==> config.mk <==
export PLATFORM = sky130hd
export DESIGN_NAME = mux_bus_flat
export DESIGN_NICKNAME = d
export VERILOG_FILES = /design/src/rtl/mux_bus_if.sv /design/src/rtl/mux_bus.sv /design/src/flat_wrapper.sv
export SDC_FILE = /design/constraint.sdc
export NUM_CORES = 1
export LEC_CHECK = 0
export ABC_AREA = 1
export BUFFER_PORTS_ARGS = -buffer_cell sky130_fd_sc_hd__buf_4
export CORE_AREA = 2 2 39 41
export DETAILED_ROUTE_END_ITERATION = 12
export DIE_AREA = 0 0 41 43
export GPL_TIMING_DRIVEN = 0
export PLACE_DENSITY = 0.69
export SYNTH_ARGS = -nofsm -noshare
export SYNTH_HDL_FRONTEND = slang
export SYNTH_SLANG_ARGS = --single-unit
export TNS_END_PERCENT = 30
==> constraint.sdc <==
create_clock -name vclk -period 0.8
set_input_delay 0.08 -clock vclk [all_inputs]
set_output_delay 0.08 -clock vclk [all_outputs]
set_load 0.05 [all_outputs]
==> src/rtl/mux_bus_if.sv <==
`default_nettype none
// ============================================================================
// Module   : mux_bus_if
// Purpose  : Bundles the shared-path signals of the bus multiplexer.
//            master : requester side, drives packed data and selection,
//                     observes the multiplexed output.
//            slave  : multiplexer side, consumes data and selection,
//                     drives the multiplexed output.
// Signals  : data_in      WIDTH*NUM_PORTS  packed port data, port 0 in the LSBs
//            enable_port  clog2(NUM_PORTS) index of the selected port
//            valid_enable 1                1 = selection valid, 0 = drive zero
//            data_out     WIDTH            selected slice or zero
// Revision : 1.0 - initial release
// ============================================================================
interface mux_bus_if #(
    parameter int WIDTH     = 8,
    parameter int NUM_PORTS = 4
);
    // Ceiling log2, shared rule with the multiplexer so index widths agree.
    function automatic int clog2(input int n);
        int r;
        int v;
        r = 0;
        v = n - 1;
        while (v > 0) begin
            r++;
            v = v >> 1;
        end
        return r;
    endfunction

    localparam int c_sel_w = clog2(NUM_PORTS);

    logic [WIDTH*NUM_PORTS-1:0] data_in;
    logic [c_sel_w-1:0]         enable_port;
    logic                       valid_enable;
    logic [WIDTH-1:0]           data_out;

    modport master (
        output data_in,
        output enable_port,
        output valid_enable,
        input  data_out
    );

    modport slave (
        input  data_in,
        input  enable_port,
        input  valid_enable,
        output data_out
    );
endinterface
`default_nettype wire

==> src/rtl/mux_bus.sv <==
`default_nettype none
// ============================================================================
// Module   : mux_bus
// Purpose  : Selects one WIDTH-bit slice of a packed NUM_PORTS-wide bus and
//            drives it onto a single output; zero when the selection is not
//            valid or the index is out of range. Optionally registered.
// Ports    : clock  in   system clock (used only when REGISTER_OUTPUT=1)
//            reset  in   synchronous, active-low reset (registered mode only)
//            bus    slave data_in / enable_port / valid_enable / data_out
// Revision : 1.0 - initial release
// ============================================================================
module mux_bus #(
    parameter int WIDTH           = 8,
    parameter int NUM_PORTS       = 4,
    parameter int REGISTER_OUTPUT = 0
) (
    input  wire logic  clock,
    input  wire logic  reset,
    mux_bus_if.slave   bus
);
    function automatic int clog2(input int n);
        int r;
        int v;
        r = 0;
        v = n - 1;
        while (v > 0) begin
            r++;
            v = v >> 1;
        end
        return r;
    endfunction

    localparam int c_sel_w = clog2(NUM_PORTS);

    generate
        if (NUM_PORTS < 2 || WIDTH < 1) begin : g_param_check
            $error("mux_bus: NUM_PORTS must be >= 2 and WIDTH >= 1");
        end
    endgenerate

    logic [WIDTH-1:0] w_data_out_d;

    // Compare against every real port index; an index with no matching port
    // (non-power-of-2 NUM_PORTS) simply never hits, so the default zero
    // holds and nothing from outside data_in can leak through.
    always_comb begin
        w_data_out_d = '0;
        if (bus.valid_enable) begin
            for (int i = 0; i < NUM_PORTS; i++) begin
                if ({1'b0, bus.enable_port} == i[c_sel_w:0]) begin
                    w_data_out_d = bus.data_in[i*WIDTH +: WIDTH];
                end
            end
        end
    end

    generate
        if (REGISTER_OUTPUT != 0) begin : g_reg
            logic [WIDTH-1:0] r_data_out_q;

            always_ff @(posedge clock) begin
                if (!reset) begin
                    r_data_out_q <= '0;
                end else begin
                    r_data_out_q <= w_data_out_d;
                end
            end

            assign bus.data_out = r_data_out_q;
        end else begin : g_comb
            // Clock and reset are intentionally unused in combinational mode.
            logic w_unused;
            assign w_unused = clock ^ reset;

            assign bus.data_out = w_data_out_d;
        end
    endgenerate
endmodule
`default_nettype wire

==> src/flat_wrapper.sv <==
// flat-port wrapper written by rule: the top's interface ports become plain ports
module mux_bus_flat 
#(
    parameter int WIDTH           = 8,
    parameter int NUM_PORTS       = 4,
    parameter int REGISTER_OUTPUT = 0
)
  (clock, reset, bus_data_in, bus_enable_port, bus_valid_enable, bus_data_out);
  mux_bus_if #(.WIDTH(WIDTH), .NUM_PORTS(NUM_PORTS)) bus_i ();
  input  wire logic clock;
  input  wire logic reset;
  input wire logic [$bits(bus_i.data_in)-1:0] bus_data_in;
  input wire logic [$bits(bus_i.enable_port)-1:0] bus_enable_port;
  input wire logic [$bits(bus_i.valid_enable)-1:0] bus_valid_enable;
  output wire logic [$bits(bus_i.data_out)-1:0] bus_data_out;
  assign bus_i.data_in = bus_data_in;
  assign bus_i.enable_port = bus_enable_port;
  assign bus_i.valid_enable = bus_valid_enable;
  assign bus_data_out = bus_i.data_out;
  mux_bus #(.WIDTH(WIDTH), .NUM_PORTS(NUM_PORTS), .REGISTER_OUTPUT(REGISTER_OUTPUT)) u_core (.clock(clock), .reset(reset), .bus(bus_i));
endmodule
==> impl_summary.log <==
INFO  metric outcome = finished, violations left
INFO  metric failed_checks = negative setup slack
INFO  metric postSynthNetCount = 110
INFO  metric mapped_cell_area = around 360 um^2
INFO  metric layout-drive-gt1-share = roughly 59%
INFO  metric post-route-cell-area = between 900 and 1000 um^2
INFO  metric final.clkbuf_count = 0
INFO  metric power.density_cell_area = between 600 and 700 nW/um^2
INFO  metric ys_types = 14
INFO  metric critical_path.cell_chain = buf_12 -> buf_8 -> nor2_4 -> nand2_1 -> nand3_1 -> nand2_1 -> inv_1 -> buf_6
INFO  metric numPortBuffers = 42
INFO  metric setup.worst_path.class = input port to output pin
INFO  metric netlist_top_cells_area = sky130_fd_sc_hd__nand2_1 22%, sky130_fd_sc_hd__o21ai_0 14%, sky130_fd_sc_hd__inv_1 12%
INFO  metric worst-endpoint-required = slightly above 700 ps
INFO  metric met3_wirelength = between 100 and 150 um
INFO  metric critical-path-slowest-cell = sky130_fd_sc_hd__buf_6
INFO  metric worstSetupStartpoint = bus_enable_port[0]
INFO  metric worstSetupStartpointType = input port
INFO  metric maximum_fanout_encountered_on_the_critical_timing_path = 5
INFO  metric place.detailed.hpwl = 1030 um
INFO  metric post_cts_setup_buffer_count = 0
INFO  metric placement.cell_area = approximately 810 um^2
INFO  metric antenna-diode-count = 0
INFO  metric floorplan.initialDensity = between 20% and 30%
INFO  metric dr_total_vias = roughly 600
INFO  metric grt_setup_unrepaired = yes
INFO  metric power.ir.vdd_worst = between 0.4 and 0.5 mV
INFO  metric first_global_vias = around 550
INFO  metric crit_arrival = 850 ps
INFO  metric max_slew.worst_pin.slew = between 150 and 200 ps
INFO  metric post-route-period-util = 116%
INFO  metric final_max_slew_viols = 0
INFO  metric synth_top_area_cell = sky130_fd_sc_hd__nand2_1
INFO  metric met2_length = 693 um
INFO  metric cap_violations = 0
INFO  metric path_common_cell = sky130_fd_sc_hd__nand2_1
INFO  metric critPathCaptureType = output pin
INFO  metric die_y = around 43 um
INFO  metric final_net_count = roughly 160
INFO  metric worst_slew_margin_rel = between 80% and 90%
INFO  metric fillerInstances = ~130
INFO  metric grt_antenna_before_repair = 0
INFO  metric placement_rows = 14
INFO  metric io_pins = between 40 and 50
INFO  metric hold_class = input port to output pin
INFO  metric areaGrowthSynthToFinish = 155%
INFO  metric synth_cells = 73
INFO  metric top_signal_layer_used = met3
INFO  metric seqCellArea = 0 um^2
INFO  metric fin_crit = roughly 900 ps
INFO  metric max_clock_freq = 1080 MHz
INFO  metric critPathMaxStageDelay = 150 ps
INFO  metric most_common_cell_in_the_netlist = sky130_fd_sc_hd__nand2_1
INFO  metric worstHoldStart = bus_valid_enable
INFO  metric layout.sequential_cells = 0
INFO  metric synth.top_cell.area_share = between 20 and 25%
INFO  metric first_pass_grt_wire_length = between 2000 and 2500 um
INFO  metric cp_num_buf_inv = 4
INFO  metric gp_congestion = 0.676
INFO  metric grt_max_degree = 11
INFO  metric core = between 1000 and 1500 um^2
INFO  metric leakagePower = between 0.0004 and 0.0005 uW
INFO  metric route.detailed.wl_per_inst = just under 10 um
INFO  metric die_width = around 41 um
INFO  metric post-route-worst-setup-slack = -126 ps
INFO  metric groute.usage.overall = between 10% and 20%
INFO  metric syn_area_per_cell = around 4.9 um^2
INFO  metric postLayoutCoreUtil = 65.6%
INFO  metric yosysWarningCount = 0
INFO  metric timing_hold_violations_final = 0
INFO  metric global_route.overflow_total = 0
INFO  metric drt-total-wl = roughly 1300 um
INFO  metric detail-route-antenna-nets = 0
INFO  metric detailedRoute.firstIterationViolations = 4
INFO  metric drt-met1-wl = 502 um
INFO  metric die_area = ~1800 um^2
INFO  metric detail_route.vias_per_cell = about 4.6
INFO  metric multi_input_area = approximately 390 um^2
INFO  metric drt-pass1-iter-count = 4
INFO  metric timing.final.setup_violations = 8
INFO  metric netlist_top_cells_count = 21 x sky130_fd_sc_hd__nand2_1, 11 x sky130_fd_sc_hd__inv_1, 10 x sky130_fd_sc_hd__o21ai_0
INFO  metric synth_sequential_area_ratio = 0%
INFO  metric drt_drc_violations_left = 0
INFO  metric family_with_the_most_delay_on_the_worst_path = buffers and inverters
## per-stage QoR
step                      total power [uW]  instances  hold slack [ps]  TNS [ps]  worst slack (ps)
after detailed placement               536        131              589     -1540              -211
after global placement                 532        131              588     -1520              -203
final                                  605        132              561      -792              -126
after global routing                   647        132              578     -1160              -177
after floorplan                        325         73              276      -637             -86.6
after CTS                              596        132              556     -1050              -154
## final cells by class
type,count,share of cell area (%)
Inverter,12,5.24
Tap cell,16,2.21
Timing Repair Buffer,43,43.3
Buffer,3,6.07
Multi-Input combinational cell,58,43.2
## repair_timing
| item | 4_1_cts | 5_1_grt |
|---|---|---|
| endpoints found under the hold margin | 0 | 0 |
| resized for setup | 17 | 6 |
| endpoints found under the setup margin | 8 | 8 |
| hold buffers | 0 | 0 |
| cloned | 1 | 0 |
| pin swaps | 12 | 8 |
## layer usage
layer,vias up,global-route usage (%)
met3,0,1.57
li1,319,-
met5,-,0
met4,0,0
met2,24,29.1
met1,261,19.6
## worst paths after layout
path | end | cells past startpoint
max | bus_data_out[3] | 8
min | bus_data_out[7] | 4
## report_power, final
part | total, uW | switching, uW | leakage [uW] | internal [uW]
combinational | 605 | 307 | 0.000464 | 298
clock | 0 | 0 | 0 | 0
sequential | 0 | 0 | 0 | 0
total | 605 | 307 | 0.000464 | 298
## cell families (layout without fill, tap and decap cells)
| kind of cell | after synthesis | after routing | share of synthesized area (%) |
|---|---|---|---|
| and+or+nand+nor | 42 | 42 | 54.2 |
| AOI/OAI and AO/OA | 16 | 16 | 23.6 |
| buffers and inverters | 15 | 58 | 22.2 |
## cell usage in the layout, fill, tap and decap left out
master | synthesis | layout
sky130_fd_sc_hd__buf_16 | 0 | 1
sky130_fd_sc_hd__nand3_2 | 0 | 2
sky130_fd_sc_hd__nand2_1 | 21 | 18
sky130_fd_sc_hd__o21ai_4 | 0 | 2
sky130_fd_sc_hd__nand2_2 | 0 | 3
sky130_fd_sc_hd__o21ai_1 | 1 | 1
sky130_fd_sc_hd__nand2_8 | 0 | 1
sky130_fd_sc_hd__buf_12 | 0 | 3
sky130_fd_sc_hd__buf_6 | 3 | 6
sky130_fd_sc_hd__nor2_4 | 1 | 1
sky130_fd_sc_hd__buf_4 | 0 | 33
sky130_fd_sc_hd__nor2_1 | 7 | 6
sky130_fd_sc_hd__a21oi_4 | 0 | 5
sky130_fd_sc_hd__or2_1 | 3 | 3
sky130_fd_sc_hd__o21ai_2 | 0 | 3
sky130_fd_sc_hd__inv_1 | 11 | 9
sky130_fd_sc_hd__o21ai_0 | 10 | 5
sky130_fd_sc_hd__inv_2 | 1 | 2
sky130_fd_sc_hd__nor2_2 | 1 | 2
sky130_fd_sc_hd__inv_4 | 0 | 1
sky130_fd_sc_hd__nand3_1 | 8 | 6
sky130_fd_sc_hd__buf_8 | 0 | 3
Power figures use the tool's default switching activity.
